[src/rtl/gshare_predictor.sv]
// gshare_predictor: gshare branch direction predictor.
// A table of 2-bit saturating counters is indexed by PC bits XOR the
// speculative global history. Predictions are combinational at fetch.
// Resolved branches train the table from execute. A mispredict restores
// the history from the checkpoint that travelled down the pipe.
module gshare_predictor #(
  parameter int         INDEX_BITS = 8,
  parameter int         HIST_BITS  = 8,
  parameter int         PC_LSB     = 2,
  parameter logic [1:0] CTR_INIT   = 2'b01
) (
  input  logic                  clk,
  input  logic                  rst,
  output logic                  ready,
  input  logic                  pred_valid,
  input  logic [31:0]           pred_pc,
  output logic                  pred_taken,
  output logic [INDEX_BITS-1:0] pred_index,
  output logic [HIST_BITS-1:0]  pred_ghr,
  input  logic                  upd_valid,
  input  logic [INDEX_BITS-1:0] upd_index,
  input  logic                  upd_taken,
  input  logic                  upd_mispredict,
  input  logic [HIST_BITS-1:0]  upd_ghr
);

  localparam int ENTRIES = 1 << INDEX_BITS;

  localparam logic [0:0] ST_INIT = 1'b0;
  localparam logic [0:0] ST_RUN  = 1'b1;

  logic [0:0]            state_q, state_d;
  logic [INDEX_BITS-1:0] init_ptr_q, init_ptr_d;
  logic [HIST_BITS-1:0]  spec_ghr_q, spec_ghr_d;
  logic [1:0]            pht_q [ENTRIES];

  logic                  run;
  logic [INDEX_BITS-1:0] ghr_ext;
  logic [INDEX_BITS-1:0] lookup_idx;
  logic [HIST_BITS-1:0]  ghr_shifted;
  logic [HIST_BITS-1:0]  ghr_restored;
  logic [1:0]            upd_ctr;
  logic [1:0]            upd_ctr_next;
  logic                  unused_bits;

  // Only part of the PC (and, for a 1-bit history, none of the checkpoint) feeds the index.
  assign unused_bits = ^{pred_pc, upd_ghr};

  assign run   = (state_q == ST_RUN);
  assign ready = run;

  // Zero-extend the history to index width so it can be XORed with the PC bits.
  always_comb begin
    ghr_ext                = '0;
    ghr_ext[HIST_BITS-1:0] = spec_ghr_q;
  end

  assign lookup_idx = pred_pc[PC_LSB +: INDEX_BITS] ^ ghr_ext;
  assign pred_index = lookup_idx;
  assign pred_ghr   = spec_ghr_q;
  assign pred_taken = run & pht_q[lookup_idx][1];

  // Build the shifted-in and restored histories; a 1-bit history has no older bits to keep.
  generate
    if (HIST_BITS == 1) begin : g_hist1
      assign ghr_shifted  = pred_taken;
      assign ghr_restored = upd_taken;
    end else begin : g_histn
      assign ghr_shifted  = {spec_ghr_q[HIST_BITS-2:0], pred_taken};
      assign ghr_restored = {upd_ghr[HIST_BITS-2:0], upd_taken};
    end
  endgenerate

  // Sweep the table once after reset, then stay in RUN until the next reset.
  always_comb begin
    state_d    = state_q;
    init_ptr_d = init_ptr_q;
    if (state_q == ST_INIT) begin
      init_ptr_d = init_ptr_q + 1'b1;
      if (&init_ptr_q) begin
        state_d = ST_RUN;
      end
    end
  end

  // A mispredict restore wins over a same-cycle fetch shift, since that fetch is squashed.
  always_comb begin
    spec_ghr_d = spec_ghr_q;
    if (run) begin
      if (upd_valid && upd_mispredict) begin
        spec_ghr_d = ghr_restored;
      end else if (pred_valid) begin
        spec_ghr_d = ghr_shifted;
      end
    end
  end

  // Saturating increment/decrement of the counter being trained.
  always_comb begin
    upd_ctr      = pht_q[upd_index];
    upd_ctr_next = upd_ctr;
    if (upd_taken) begin
      if (upd_ctr != 2'b11) begin
        upd_ctr_next = upd_ctr + 2'b01;
      end
    end else begin
      if (upd_ctr != 2'b00) begin
        upd_ctr_next = upd_ctr - 2'b01;
      end
    end
  end

  // Control state and speculative history registers.
  always_ff @(posedge clk) begin
    if (rst) begin
      state_q    <= ST_INIT;
      init_ptr_q <= '0;
      spec_ghr_q <= '0;
    end else begin
      state_q    <= state_d;
      init_ptr_q <= init_ptr_d;
      spec_ghr_q <= spec_ghr_d;
    end
  end

  // Counter table: written by the init sweep, otherwise by the single update port.
  always_ff @(posedge clk) begin
    if (!rst) begin
      if (!run) begin
        pht_q[init_ptr_q] <= CTR_INIT;
      end else if (upd_valid) begin
        pht_q[upd_index] <= upd_ctr_next;
      end
    end
  end

endmodule

[config.mk]
export PLATFORM = sky130hd
export DESIGN_NAME = gshare_predictor
export DESIGN_NICKNAME = d
export VERILOG_FILES = /design/src/rtl/gshare_predictor.sv
export SDC_FILE = /design/constraint.sdc
export NUM_CORES = 1
export LEC_CHECK = 0
export CAP_MARGIN = 20
export CORE_UTILIZATION = 40
export DETAILED_ROUTE_END_ITERATION = 8
export HOLD_SLACK_MARGIN = 0.1
export PLACE_DENSITY = 0.66
export REMOVE_ABC_BUFFERS = 1
export SYNTH_ARGS = -nofsm -noshare
export SYNTH_HDL_FRONTEND = slang
export SYNTH_SLANG_ARGS = --single-unit
[constraint.sdc]
create_clock -name clk -period 12.9 [get_ports clk]
set_input_delay 2.58 -clock clk [delete_from_list [all_inputs] [get_ports clk]]
set_output_delay 2.58 -clock clk [all_outputs]
set_load 0.1 [all_outputs]
==> results.py, run 1 <==
metrics = {
    "global_route": {
        "grtUsageTotal_pct": 22.0,
        "first_global_vias": 14600,
        "antenna_found_initial": 2,
        "grt-ovfl-total": 0,
        "grt_max_degree": 129,
        "grt_pass1_wl_mm": 96.6,
    },
    "routing": {
        "wl_per_cell_um": 27.9,
        "viasPerCell": 6.23,
        "drc": 0,
        "vias": 14700,
        "first_pass_iters": 5,
        "drtIter0Drc": 2200,
        "routed_wl_mm": 66.0,
        "ant_nets": 0,
    },
    "place": {
        "dp_cells": 2265,
        "routabilityCongestion": 0.877,
        "dp_hpwl_mm": 41.6,
        "io_buffers": 46,
    },
    "floorplanning": {
        "fp.dieW_um": 247,
        "io-pin-count": 72,
        "num_rows": 89,
        "coreArea_sq_um": 59000,
        "initial_core_util_pct": 40.5,
        "die_height_um": 247,
        "die-area_sq_um": 60800,
    },
    "final_layout": {
        "layout.cells.most_common": "edfxtp_1",
        "layout_common_cells": "edfxtp_1 (512), nor2_1 (293), mux4_2 (181), nand2_1 (77), a22oi_1 (70)",
        "final_cell_count_no_fill": 2366,
        "syn_to_final_growth_pct": 12.4,
        "n_fill_cell": 5136,
        "finalNetCount": 1605,
        "drive_gt1_share_pct": 19.5,
        "n_antenna_cell": 0,
    },
    "clock_tree": {
        "htreeDepth": 2,
        "clock_latency_ps": 610,
        "cts_resized": 0,
        "holdBufCountCts": 0,
        "clock-sinks": 529,
        "cts_setup_buffers": 0,
        "clk_path_buf_depth": 3,
        "cts_root_buffer": "clkbuf_16",
        "cts_tree": "done",
        "cts_inserted_buffers": 53,
        "clkTransAtPathRegs_ps": 60,
    },
    "yosys": {
        "yosysWarnings": 0,
        "yosysSeqAreaShare_pct": 65.7,
        "synth_edf_count": 512,
        "ys_ff_latch": 529,
        "synth.cell_area_sq_um": 23900,
        "syn_avg_cell_area_sq_um": 15.7,
        "synthFlopType": "edfxtp_1",
        "ys_types": 52,
        "async_flop_share_pct": 0,
        "synth_cells": 1524,
    },
    "power_and_ir_drop": {
        "pwr_density_cell_nw_per_um2": 133,
        "peakVddDrop_uv": 95.5,
        "leakage_nw": 8.91,
    },
    "timing": {
        "finalSetupViolCount": 0,
        "layout_min_cycle_time_ps": 10560,
        "finalHoldViolCount": 0,
        "rsz0062_at_grt": "no",
        "clock_skew_ps": 22.4,
        "fmax_ghz": 0.0947,
        "tightest_slew_ps": 1240,
        "finalMaxSlewViolations": 0,
        "tns_ps": 0,
        "slew_headroom_pct": 17.3,
        "fin_crit_sh_pct": 81.9,
    },
    "run_status": {
        "status": "complete, no violations",
    },
    "critical_path": {
        "cp-start-kind": "input port",
        "slowest_delay_ps": 1200,
        "cp.arrival_ps": 7980,
        "rr_worst_depth": 10,
        "endpoint_kind": "output port",
        "cp.required_ps": 10320,
        "cp.buffers_inverters": 4,
        "worstSetupPathDepth": 12,
        "slowest_stage": "clkdlybuf4s50_1",
        "cp_cell_sequence": "clkdlybuf4s50_1 > xnor2_2 > inv_2 > buf_4 > mux4_2 > nand3_1 > o21ai_0 > a211oi_1 > nor3_1 > o32ai_2 > nor2_1 > clkdlybuf4s50_1",
        "cp_max_fo": 29,
        "crit_family": "buffers and inverters",
        "critPathKind": "in -> out",
        "path_common_cell": "clkdlybuf4s50_1",
    },
    "worst_hold_path": {
        "hp-class": "reg -> reg",
        "whs_path_depth": 2,
    },
    "run": {
        "drv_cap": 0,
    },
}
[power by group]
part           leakage, nW  total (mW)  switching, mW  internal (mW)
combinational         2.35       0.185          0.122         0.0628
sequential            5.72        1.86        0.00185           1.86
clock                0.836        1.52          0.642          0.880
[layout make-up]
cell class	instances	area (sq um)	area share, %
clock buffer	74	1490	5.53
clock inverter	24	211	0.786
inverter	10	40.0	0.149
multi-input combinational	873	7690	28.6
sequential	529	15700	58.4
tap	773	967	3.60
timing repair buffer	83	783	2.91
[per-stage QoR]
step                util, %  instance area [sq um]  setup WS (ps)  hold WS [ps]  power [mW]
floorplan                 -                  23400            981           514        1.99
global placement       42.6                  25100           2480           521        2.08
detailed placement     42.6                  25100           2420           521        2.08
CTS                    45.5                  26800           2400           532        3.58
global route           45.6                  26900           2160           559        3.65
finish                 45.6                  26900           2340           528        3.56
[cell families (layout without fill, tap and decap cells)]
family	Yosys count	count (layout)	synth area share (%)
AO/OA/AOI/OAI	177	177	4.93
XOR/XNOR	15	15	0.690
flip-flops	529	529	65.7
adder cells (fa/ha/maj)	2	2	0.0941
buffers and inverters	122	191	2.29
AND/OR/NAND/NOR	478	478	8.43
multiplexers	201	201	17.9
[path summary, 6_finish.rpt]
| path | slack (ps) | to | start |
|---|---|---|---|
| setup reg to reg | 7890 | pht_q[238][0] | pht_q[255][0] |
| hold / removal | 530 | pred_ghr[7] | pred_ghr[6] |
| setup / recovery | 2340 | pred_taken | pred_pc[2] |
| hold reg to reg | 530 | pred_ghr[7] | pred_ghr[6] |
[flip-flops by register name (all words and copies together), names as in the netlist]
| signal | flops |
|---|---|
| init_ptr_q | 8 |
| ready | 1 |
| pred_ghr | 8 |
| pht_q | 512 |
[cells in the mapped netlist (9+ instances only)]
cell	count	share of area [%]
dfxtp_1	17	1.4
edfxtp_1	512	64
o21ai_0	20	0.42
nand3b_1	12	0.38
buf_2	17	0.36
mux4_2	181	17
mux2i_1	14	0.59
clkbuf_1	76	1.2
nand4_1	9	0.24
a22oi_1	70	2.2
nand2_1	77	1.2
buf_4	10	0.31
a21oi_1	43	0.90
nand3_1	41	0.86
nor4_1	12	0.31
nor2_1	295	4.6
[per-layer routing]
layer	wire length (um)	GRT usage [%]	part of all wire, %	up-vias
li1	-	-	-	6100
met1	26300	30.9	40	7577
met2	30400	34.0	46	901
met3	7120	4.39	11	149
met4	2210	7.68	3.3	4
met5	27	0	0.041	-
[worst reg2reg max path: stages, from the launching register on]
cell      delay [ps]
edfxtp_1         360
mux4_2           480
a22oi_1          260
a21oi_1          130
nor4_1           860
o22ai_1          240
nor3_1           400
a21oi_1          170
o21ai_4          510
buf_4            580
buf_4            680
No activity file was read; power rests on OpenSTA's default activity.
==> inputs of run 2 (changes only) <==
- clock period: 12.9 -> 9.55 ns (I/O delays scaled with it)
==> run 2 against run 1 <==
Effect of this change: power increased by 39%; global-route usage increased by 0.21 points; flip-flop and latch count unchanged; critical path depth unchanged; routed wire length increased by 0.27%; count of clock-buffer cells in the layout decreased by 9; sequential power increased by 35%; critical path type unchanged.
==> results.py, run 2 (same netlist as run 1, synthesis figures left out) <==
metrics = {
    "run_status": {
        "status": "complete, no violations",
    },
    "routing": {
        "wl_per_cell_um": 27.9,
        "drt-met1-wl_mm": 26.3,
        "dr_wl_met2_mm": 30.6,
        "ant_nets": 0,
        "viasPerCell": 6.16,
        "wl_met3_mm": 7.51,
        "drc": 0,
        "routed_wl_mm": 66.2,
        "drtIter0Drc": 2180,
        "first_pass_iters": 6,
        "routed.top_layer": "met4",
        "vias": 14600,
    },
    "place": {
        "place_area_sq_um": 25200,
        "dp_hpwl_mm": 41.7,
        "io_buffers": 46,
        "routabilityCongestion": 0.881,
    },
    "final_layout": {
        "drive_gt1_share_pct": 20.7,
        "finalNetCount": 1613,
        "final_core_util_pct": 45.9,
        "largest_reg_flops": 512,
        "syn_to_final_growth_pct": 13.3,
        "layout_common_cells": "edfxtp_1 (512), nor2_1 (293), mux4_2 (181), nand2_1 (77), a22oi_1 (70)",
        "n_antenna_cell": 0,
        "largest_register": "pht_q",
        "layout.cells.most_common": "edfxtp_1",
        "design_area_sq_um": 27100,
    },
    "timing": {
        "finalSetupViolCount": 0,
        "rsz0062_at_grt": "no",
        "tightest_slew_ps": 1160,
        "finalMaxSlewViolations": 0,
        "fin_crit_sh_pct": 84.1,
        "finalHoldViolCount": 0,
        "fmax_ghz": 0.125,
        "clock_skew_ps": 19.5,
        "slew_headroom_pct": 22.2,
        "layout_min_cycle_time_ps": 8030,
    },
    "global_route": {
        "grt_max_degree": 117,
        "grt-ovfl-total": 0,
        "antenna_found_initial": 0,
        "grt_pass1_wl_mm": 97.5,
        "first_global_vias": 14900,
        "grtUsageTotal_pct": 22.2,
    },
    "clock_tree": {
        "cts_tree": "done",
        "cts_root_buffer": "clkbuf_16",
        "cts_inserted_buffers": 54,
        "clock_latency_ps": 620,
        "cts_resized": 0,
        "clkTransAtPathRegs_ps": 60,
        "clk_path_buf_depth": 3,
        "cts_setup_buffers": 0,
        "holdBufCountCts": 0,
        "clock-sinks": 529,
        "htreeDepth": 2,
    },
    "critical_path": {
        "cp.required_ps": 7640,
        "crit_family": "buffers and inverters",
        "cp.arrival_ps": 6120,
        "slowest_stage": "inv_4",
        "critPathKind": "in -> out",
        "endpoint_kind": "output port",
        "cp.buffers_inverters": 4,
        "cp-start-kind": "input port",
        "cp_max_fo": 57,
        "slowest_delay_ps": 800,
        "cp_cell_sequence": "clkdlybuf4s50_1 > xnor2_4 > inv_4 > buf_4 > mux4_2 > o22ai_1 > o21ai_0 > a211oi_1 > nor3_1 > o32ai_2 > nor2_1 > buf_12",
    },
    "power_and_ir_drop": {
        "pwr_density_cell_nw_per_um2": 183,
        "peakVddDrop_uv": 147,
        "leakage_nw": 9.01,
        "fin_total_pwr_mw": 4.95,
    },
    "floorplanning": {
        "die-area_sq_um": 60800,
        "io-pin-count": 72,
        "coreArea_sq_um": 59000,
        "initial_core_util_pct": 40.5,
        "die_height_um": 247,
        "num_rows": 89,
        "fp.dieW_um": 247,
    },
    "run": {
        "drv_cap": 0,
    },
    "worst_hold_path": {
        "hp-class": "reg -> reg",
    },
}
-- run 2: final timing paths --
check         startpoint       endpoint  slack, ps  cells after the start
max           pred_pc[3]     pred_taken       1520                     12
min reg2reg  pred_ghr[6]    pred_ghr[7]        520                      2
max reg2reg        ready  pht_q[212][1]       5300                      6
min          pred_ghr[6]    pred_ghr[7]        520                      2
-- run 2: final cells by class --
cell class | instances | area [sq um]
well taps | 773 | 967
multi-input cells | 873 | 7690
clock inverters | 37 | 367
fillers | 5091 | 31900
inverters | 10 | 40.0
flip-flops and latches | 529 | 15700
clock buffers | 65 | 1470
repair buffers | 90 | 861
-- run 2: worst reg2reg max path: cells and delay by family (launching register included) --
kind	cells	cell delay, ps
DFF	1	580
and+or+nand+nor	4	2810
AOI/OAI and AO/OA	1	260
buffers and inverters	1	250
-- run 2: metrics by stage --
step	setup TNS (ps)	cells	hold slack (ps)	setup slack, ps
final	0	2377	519	1520
after global routing	0	2377	543	1350
after CTS	0	2371	523	1510
after detailed placement	0	2269	522	1550
after global placement	0	2269	512	1600
after floorplan	-814110	1412	514	-1700
-- run 2: per-layer routing --
layer | up-vias | track usage, %
li1 | 6127 | -
met1 | 7506 | 30.8
met2 | 888 | 34.2
met3 | 117 | 5.41
met4 | 0 | 7.59
met5 | - | 0
-- run 2: power by group --
group / total [mW] / leakage [nW] / internal, mW / switching (mW)
combinational: 0.254 / 2.40 / 0.0878 / 0.166
sequential: 2.51 / 5.72 / 2.51 / 0.00259
clock: 2.19 / 0.887 / 1.28 / 0.909
total: 4.95 / 9.01 / 3.88 / 1.08
